--- src/rtl/shift_add_mult_ctrl.sv ---
`default_nettype none
// +----------------------------------------------------------------------------+
// | Module      : shift_add_mult_ctrl                                          |
// | Description : Sequential unsigned M x N shift-and-add multiplier           |
// |               controller. It time-shares one external 64-bit              |
// |               combinational adder, retiring one multiplier bit per clock.  |
// |               Operands enter and the product leaves through valid/ready    |
// |               handshakes.                                                  |
// | Ports       : clk, rst       - clock, asynchronous active-high reset       |
// |               in_valid/ready - operand handshake (in_a x in_b)             |
// |               out_valid/ready- product handshake, product zero-extended    |
// |               busy           - high while a job is running or waiting      |
// |               add_a/b, add_o - external adder operands and its sum         |
// | Revision    : 1.0 - initial release                                        |
// +----------------------------------------------------------------------------+
module shift_add_mult_ctrl #(
   parameter int M_WIDTH    = 32,
   parameter int N_WIDTH    = 32,
   parameter int EARLY_EXIT = 0
) (
   input  logic               clk,
   input  logic               rst,
   input  logic               in_valid,
   output logic               in_ready,
   input  logic [M_WIDTH-1:0] in_a,
   input  logic [N_WIDTH-1:0] in_b,
   output logic               out_valid,
   input  logic               out_ready,
   output logic [63:0]        product,
   output logic               busy,
   output logic [63:0]        add_a,
   output logic [63:0]        add_b,
   input  logic [63:0]        add_o
);

   // Parameter legality is checked at elaboration: the product must fit the
   // 64-bit adder so its missing carry-out never matters.
   if ((M_WIDTH + N_WIDTH > 64) || (N_WIDTH < 1) || (M_WIDTH < 1)) begin : g_bad_params
      $error("shift_add_mult_ctrl: illegal M_WIDTH/N_WIDTH combination");
   end

   localparam int CNT_W = $clog2(N_WIDTH) + 1;

   localparam logic [1:0] S_IDLE = 2'd0;
   localparam logic [1:0] S_RUN  = 2'd1;
   localparam logic [1:0] S_DONE = 2'd2;

   localparam logic [CNT_W-1:0] C_LAST_CNT = CNT_W'(N_WIDTH - 1);
   localparam logic [CNT_W-1:0] C_CNT_ONE  = CNT_W'(1);

   logic [1:0]         state_q, state_d;
   logic [63:0]        acc_q,   acc_d;
   logic [63:0]        a_reg_q, a_reg_d;
   logic [N_WIDTH-1:0] b_reg_q, b_reg_d;
   logic [CNT_W-1:0]   cnt_q,   cnt_d;

   logic w_run;
   logic w_early_done;

   assign w_run = (state_q == S_RUN);

   // With early exit, once every remaining multiplier bit is zero the
   // accumulator already holds the final product.
   assign w_early_done = (EARLY_EXIT != 0) && (b_reg_q == '0);

   // Adder drive: accumulate the shifted multiplicand only when the current
   // multiplier bit is set; idle the adder at zero outside RUN.
   assign add_a = w_run ? acc_q : 64'd0;
   assign add_b = (w_run && b_reg_q[0]) ? a_reg_q : 64'd0;

   assign in_ready  = (state_q == S_IDLE);
   assign out_valid = (state_q == S_DONE);
   assign busy      = (state_q == S_RUN) || (state_q == S_DONE);
   assign product   = acc_q;

   always_comb begin
      state_d = state_q;
      acc_d   = acc_q;
      a_reg_d = a_reg_q;
      b_reg_d = b_reg_q;
      cnt_d   = cnt_q;
      case (state_q)
         S_IDLE: begin
            if (in_valid) begin
               a_reg_d = 64'(in_a);
               b_reg_d = in_b;
               acc_d   = 64'd0;
               cnt_d   = '0;
               state_d = S_RUN;
            end
         end
         S_RUN: begin
            if (w_early_done) begin
               state_d = S_DONE;
            end else begin
               acc_d   = add_o;
               a_reg_d = a_reg_q << 1;
               b_reg_d = b_reg_q >> 1;
               cnt_d   = cnt_q + C_CNT_ONE;
               // The comparison uses the count before increment: the last
               // multiplier bit is being retired on this edge.
               if (cnt_q == C_LAST_CNT) begin
                  state_d = S_DONE;
               end
            end
         end
         S_DONE: begin
            if (out_ready) begin
               state_d = S_IDLE;
            end
         end
         default: begin
            state_d = S_IDLE;
         end
      endcase
   end

   always_ff @(posedge clk or posedge rst) begin
      if (rst) begin
         state_q <= S_IDLE;
         acc_q   <= 64'd0;
         a_reg_q <= 64'd0;
         b_reg_q <= '0;
         cnt_q   <= '0;
      end else begin
         state_q <= state_d;
         acc_q   <= acc_d;
         a_reg_q <= a_reg_d;
         b_reg_q <= b_reg_d;
         cnt_q   <= cnt_d;
      end
   end

endmodule
`default_nettype wire

--- config.mk ---
export PLATFORM = sky130hd
export DESIGN_NAME = shift_add_mult_ctrl
export DESIGN_NICKNAME = d
export VERILOG_FILES = /design/src/rtl/shift_add_mult_ctrl.sv
export SDC_FILE = /design/constraint.sdc
export NUM_CORES = 1
export LEC_CHECK = 0
export CELL_PAD_IN_SITES_DETAIL_PLACEMENT = 0
export CELL_PAD_IN_SITES_GLOBAL_PLACEMENT = 1
export CORE_ASPECT_RATIO = 0.6
export CORE_MARGIN = 1.5
export CORE_UTILIZATION = 30
export CTS_CLUSTER_DIAMETER = 40
export DETAILED_ROUTE_END_ITERATION = 10
export GPL_TIMING_DRIVEN = 0
export PLACE_DENSITY_LB_ADDON = 0.05
export SLEW_MARGIN = 20
export SYNTH_ARGS = -nofsm -noshare
export SYNTH_HDL_FRONTEND = slang
export SYNTH_SLANG_ARGS = --single-unit
--- constraint.sdc ---
create_clock -name clk -period 6.5 [get_ports clk]
set_clock_uncertainty 0.1 [all_clocks]
set_input_delay 0.975 -clock clk [delete_from_list [all_inputs] [get_ports clk]]
set_output_delay 0.975 -clock clk [all_outputs]
set_load 0.05 [all_outputs]
==> qor.csv, run 1 <==
metric,value,unit
first_pass_iters,4,
antenna_found_initial,0,
p_sw_share,49.2,%
synth.avg_cell_area,11.1,sq um
die_w,209,um
synth-main-ff-cell,dfrtp_1,
num_rows,45,
ys_ff_latch,168,
finalNetCount,1174,
io_buffers,326,
core-area,0.0252,sq mm
hold_viol,0,
critical_path_class,register to output pin,
vdd_drop_max,0.282,mV
drt-total-wl,26.3,mm
syn_nets,828,
clkTransAtPathRegs,60,ps
cts_setup_buffers,0,
synthToLayoutAreaGrowth,55.5,%
num_io_pins,327,
p_switching,3.35,mW
drive_gt1_share,6.49,%
cts_made_buffers,17,
clock_latency,440,ps
die_h,127,um
rrSetupSlack,4220,ps
crit_family,buffers and inverters,
gp_congestion,0.768,
crit_path_max_incr_delay,820,ps
cp.arrival,3480,ps
start_util,30.4,%
synth_edf_count,0,
busiest_layer,met1,
drv_slew,0,
r2r-start,state_q[1],
p_int,3.46,mW
cts_resized,0,
gr-usage-all-layers,20.1,%
setup_viol,0,
synth_cells,692,
path_max_fanout,10,
end_kind,output pin,
regArea,0.00420,sq mm
netlist_area,0.00767,sq mm
stdcell_area,0.0119,sq mm
yosysUniqueCellTypes,28,
grt_pass1_wl,40.6,mm
grt_pass1_vias,6719,
viasPerCell,4.81,
n_fill_cell,2381,
grt_use_met2,28.4,%
path_cells,inv_1 -> ha_1 -> buf_2 -> clkbuf_1 -> clkbuf_1 -> and3_1 -> clkdlybuf4s50_1,
multi_input_area,0.00308,sq mm
cts_sinks,168,
drtIter0Drc,320,
fp.dieArea,0.0266,sq mm
post-route-period-util,70.0,%
instances_no_fill,1377,
power.share.clock,14.4,%
hold_end,b_reg_q[1],
rsz0062_at_grt,false,
drc,0,
place_area,0.0114,sq mm
leakage,5.36,nW
synth-seq-area-share,54.8,%
power_density,571,mW/mm^2
worstPathRequired,5420,ps
slew-limit-headroom,41.6,%
gr-usage-met1,29.7,%
tritoncts,done,
r2r_cells,6,
rr_endpoint,cnt_q[5],
critPathBufInv,5,
root_buffer,clkbuf_16,
p_total,6.81,mW
grtUsageMet3,5.77,%
grt_max_degree,96,
critPathMostFrequentCell,clkbuf_1,
ant_nets,0,
synthArstFlopShare,100,%
grt_overflow,0,
vias,6625,
hold_class,register to register,
yosys_warnings,0,
seqPwrFrac,25.9,%
h-tree-depth,4,
diodes,0,
dp.cells,1348,
tightest_slew,875,ps
utilization,47.3,%
max_cap_viol_count,0,
finalCriticalPeriod,4550,ps
cts_hold_buf,0,
cts_max_path_buffers,2,
crit_slowest_cell,clkdlybuf4s50_1,
hold_start,b_reg_q[1],
cp-start-kind,register,
max_freq,220,MHz
dp.final_hpwl,19.2,mm
drt-wirelength-per-cell,19.1,um
status,completed,
combPwrFrac,59.7,%
holdPathStages,2,
[Yosys cell counts, drive strengths merged, types with 5 or more instances]
cell / number / share of area [%]
mux2i: 51 / 6.8
a22o: 99 / 11
nand2: 60 / 2.9
buf: 37 / 3.3
o21ai: 55 / 3.6
and3: 64 / 5.2
o22ai: 26 / 2.1
a21oi: 14 / 0.91
inv: 5 / 0.24
dfrtp: 168 / 55
and2: 65 / 5.3
clkbuf: 30 / 1.5
[power groups by stage]
stage                     combinational [mW]  clock (mW)  sequential [mW]
after CTS                               4.11        1.01             1.77
after floorplan                         2.15           0             2.31
after global placement                  4.08           0             1.78
after detailed placement                4.10           0             1.78
after global routing                    4.32        1.05             1.83
final                                   4.07       0.982             1.76
[state kept, by name, summed over array words and instances (netlist names)]
| signal | cells |
|---|---|
| state_q | 2 |
| cnt_q | 6 |
| a_reg_q | 64 |
| b_reg_q | 32 |
| product | 64 |
[routing by layer]
layer  up-vias  wire length [um]
li1       3186                 -
met1      3223             13400
met2       193             11000
met3        23              1540
met4         0               340
met5         -                 0
[worst min-delay path, stage by stage, from the launching register on]
cell     delay (ps)
dfrtp_1         340
nand2_1          40
o21ai_0          60
[stage by stage]
step	setup WS, ps	hold slack, ps	TNS (ps)
2_1_floorplan	878	349	0
3_3_place_gp	-2000	363	-332040
3_5_place_dp	2330	371	0
4_1_cts	1850	384	0
5_1_grt	1720	413	0
6_report	1950	380	0
[cell type report]
class	instances	share of cell area (%)
multi-input combinational	452	25.8
clock buffer	26	4.27
buffer	67	3.09
inverter	5	0.220
clock inverter	3	0.336
timing repair buffer	327	27.6
sequential	168	35.2
tap	329	3.45
[cell usage in the layout (no fill, tap or decap), types with 14 or more instances in the layout]
master / count
o21ai_0: 50
buf_4: 16
a21oi_1: 14
mux2i_1: 50
and3_1: 64
clkdlybuf4s50_1: 326
a22o_1: 99
o22ai_1: 26
nand2_1: 60
clkbuf_16: 17
clkbuf_1: 34
buf_2: 16
and2_1: 65
dfrtp_1: 168
[how the worst max path moves through the flow]
stage                          start     endpoint  slack [ps]  depth (start not counted)
final                     state_q[1]     add_b[3]        1950                          7
after global routing      state_q[1]    add_b[11]        1720                          7
after global placement           rst  b_reg_q[11]       -2000                          2
after detailed placement  state_q[1]     add_b[8]        2330                          7
after floorplan                  rst   a_reg_q[0]         880                          1
after CTS                 state_q[1]     add_b[8]        1850                          7
[cells by family (layout without fill, tap and decap cells)]
family                   after synthesis  after routing  synth area share (%)
AND/OR/NAND/NOR                      198            198                  14.2
adder cells (fa/ha/maj)                4              4                 0.652
multiplexers                          52             52                  6.96
buffers and inverters                 72            428                  5.05
flip-flops                           168            168                  54.8
AO/OA/AOI/OAI                        198            198                  18.4
Power figures use the tool's default switching activity.
==> run 2, diff against run 1 <==
- CORE_UTILIZATION: 30 -> 29
- clock period: 6.5 -> 3.7 ns (I/O delays scaled with it)
==> run 2 against run 1 <==
Net effect: setup slack got worse by 1800 ps; highest routed layer unchanged; critical path type unchanged; sequential power is 76% higher; critical endpoint unchanged; power up 76%; die area grew 3.4%; wire length increased by 2.9%.
==> qor.csv, run 2 (synthesized netlist as in run 1, its figures left out) <==
metric,value,unit,change
cts_resized,37,,was 0
vias,6708,,was 6625
power.share.clock,15.3,%,was 14.4%
instances_no_fill,1407,,was 1377
end_kind,output pin,,unchanged
cts_setup_buffers,0,,unchanged
top_layer,met4,,unchanged
cp-start-kind,register,,unchanged
clock_latency,450,ps,was 440 ps
gp_congestion,0.792,,was 0.768
synthToLayoutAreaGrowth,58.8,%,was 55.5%
grt_overflow,0,,unchanged
gr-usage-all-layers,19.8,%,was 20.1%
wl_met3,1.76,mm,was 1.54 mm
io_buffers,326,,unchanged
cts_hold_buf,0,,unchanged
status,completed,,unchanged
grt_max_degree,33,,was 96
worstPathRequired,3040,ps,was 5420 ps
clkTransAtPathRegs,70,ps,was 60 ps
cts_sinks,168,,unchanged
leakage,6.63,nW,was 5.36 nW
n_fill_cell,2417,,was 2381
root_buffer,clkbuf_16,,unchanged
p_sw_share,49.6,%,was 49.2%
diodes,0,,unchanged
drv_slew,0,,unchanged
combPwrFrac,59.0,%,was 59.7%
grt_pass1_wl,40.7,mm,was 40.6 mm
path_max_fanout,10,,unchanged
vdd_drop_max,0.493,mV,was 0.282 mV
grt_pass1_vias,6614,,was 6719
num_io_pins,327,,unchanged
ant_nets,0,,unchanged
final_cell_mix,"clkdlybuf4s50_1, dfrtp_1, a22o_1",,unchanged
hold_class,register to register,,unchanged
cts_max_path_buffers,2,,unchanged
start_util,30.0,%,was 30.4%
drc,0,,unchanged
seqPwrFrac,25.8,%,was 25.9%
cts_made_buffers,17,,unchanged
drtIter0Drc,382,,was 320
critical_path_class,register to output pin,,unchanged
finalCriticalPeriod,3550,ps,
post-route-period-util,95.9,%,
h-tree-depth,4,,unchanged
fin_ws,152,ps,was 1950 ps
dr_wl_met2,11.4,mm,was 11.0 mm
fp.dieArea,0.0275,sq mm,was 0.0266 sq mm
final_common_cell,clkdlybuf4s50_1,,unchanged
setup_viol,0,,unchanged
max_freq,282,MHz,
dp.final_hpwl,20.1,mm,was 19.2 mm
p_switching,5.96,mW,was 3.35 mW
finalNetCount,1178,,was 1174
first_pass_iters,4,,unchanged
wl_met1,13.5,mm,was 13.4 mm
tritoncts,done,,unchanged
p_int,6.05,mW,was 3.46 mW
die_w,213,um,was 209 um
drt-total-wl,27.1,mm,was 26.3 mm
core-area,0.0256,sq mm,was 0.0252 sq mm
num_rows,45,,unchanged
max_cap_viol_count,0,,unchanged
power_density,986,mW/mm^2,was 571 mW/mm^2
hold_viol,0,,unchanged
slew-limit-headroom,52.8,%,was 41.6%
tightest_slew,707,ps,was 875 ps
place_ws,-34.5,ps,was 2330 ps
drt-wirelength-per-cell,19.2,um,was 19.1 um
dp.cells,1375,,was 1348
drive_gt1_share,7.68,%,was 6.49%
die_h,129,um,was 127 um
antenna_found_initial,0,,unchanged
viasPerCell,4.77,,was 4.81
cp.arrival,2890,ps,was 3480 ps
-- run 2: power groups by stage --
stage          Clock, mW  Combinational [mW]  Sequential, mW
2_1_floorplan          0                3.77            4.06
3_3_place_gp           0                7.21            3.12
3_5_place_dp           0                7.24            3.11
4_1_cts             1.88                7.17            3.09
5_1_grt             1.97                7.53            3.20
6_report            1.83                7.08            3.10
-- run 2: layout make-up --
cell class,instances,area (sq um),share of cell area (%)
sequential,168,4200,34.5
timing repair buffer,331,3480,28.5
multi-input combinational,452,3080,25.3
tap,352,440,3.61
clock buffer,19,433,3.55
buffer,67,374,3.07
clock inverter,13,154,1.26
inverter,5,22.5,0.185
-- run 2: worst max-delay path, cell delays in order, from the launching register on --
cell	delay, ps
dfrtp_1	400
inv_1	90
ha_1	130
buf_2	170
clkbuf_2	390
clkbuf_1	430
and3_1	290
dlygate4sd2_1	550
-- run 2: final timing paths --
path                       startpoint           to  slack [ps]  cells past startpoint
hold reg to reg            b_reg_q[1]   b_reg_q[1]         380                      2
hold / removal             b_reg_q[1]   b_reg_q[1]         380                      2
setup / recovery           state_q[1]     add_b[3]         150                      7
max in group asynchronous         rst  product[47]        1990                      5
min in group asynchronous         rst  b_reg_q[12]         460                      2
setup reg to reg           state_q[0]  b_reg_q[17]        1450                      8
-- run 2: per-stage QoR --
| step | util (%) | power, mW | hold slack, ps | TNS (ps) | instance area [sq um] |
|---|---|---|---|---|---|
| after floorplan | - | 7.83 | 349 | 0 | 7680 |
| after global placement | 44.4 | 10.3 | 363 | -129590 | 11400 |
| after detailed placement | 44.8 | 10.3 | 370 | -174 | 11500 |
| after CTS | 46.9 | 12.1 | 386 | 0 | 12000 |
| after global routing | 47.6 | 12.7 | 398 | -4.66 | 12200 |
| final | 47.6 | 12.0 | 380 | 0 | 12200 |
-- run 2: metal layers --
metal	vias to the layer above	global-route usage, %
met5	-	0
met4	0	6.30
met3	30	5.77
met2	187	27.8
met1	3300	29.1
li1	3191	-
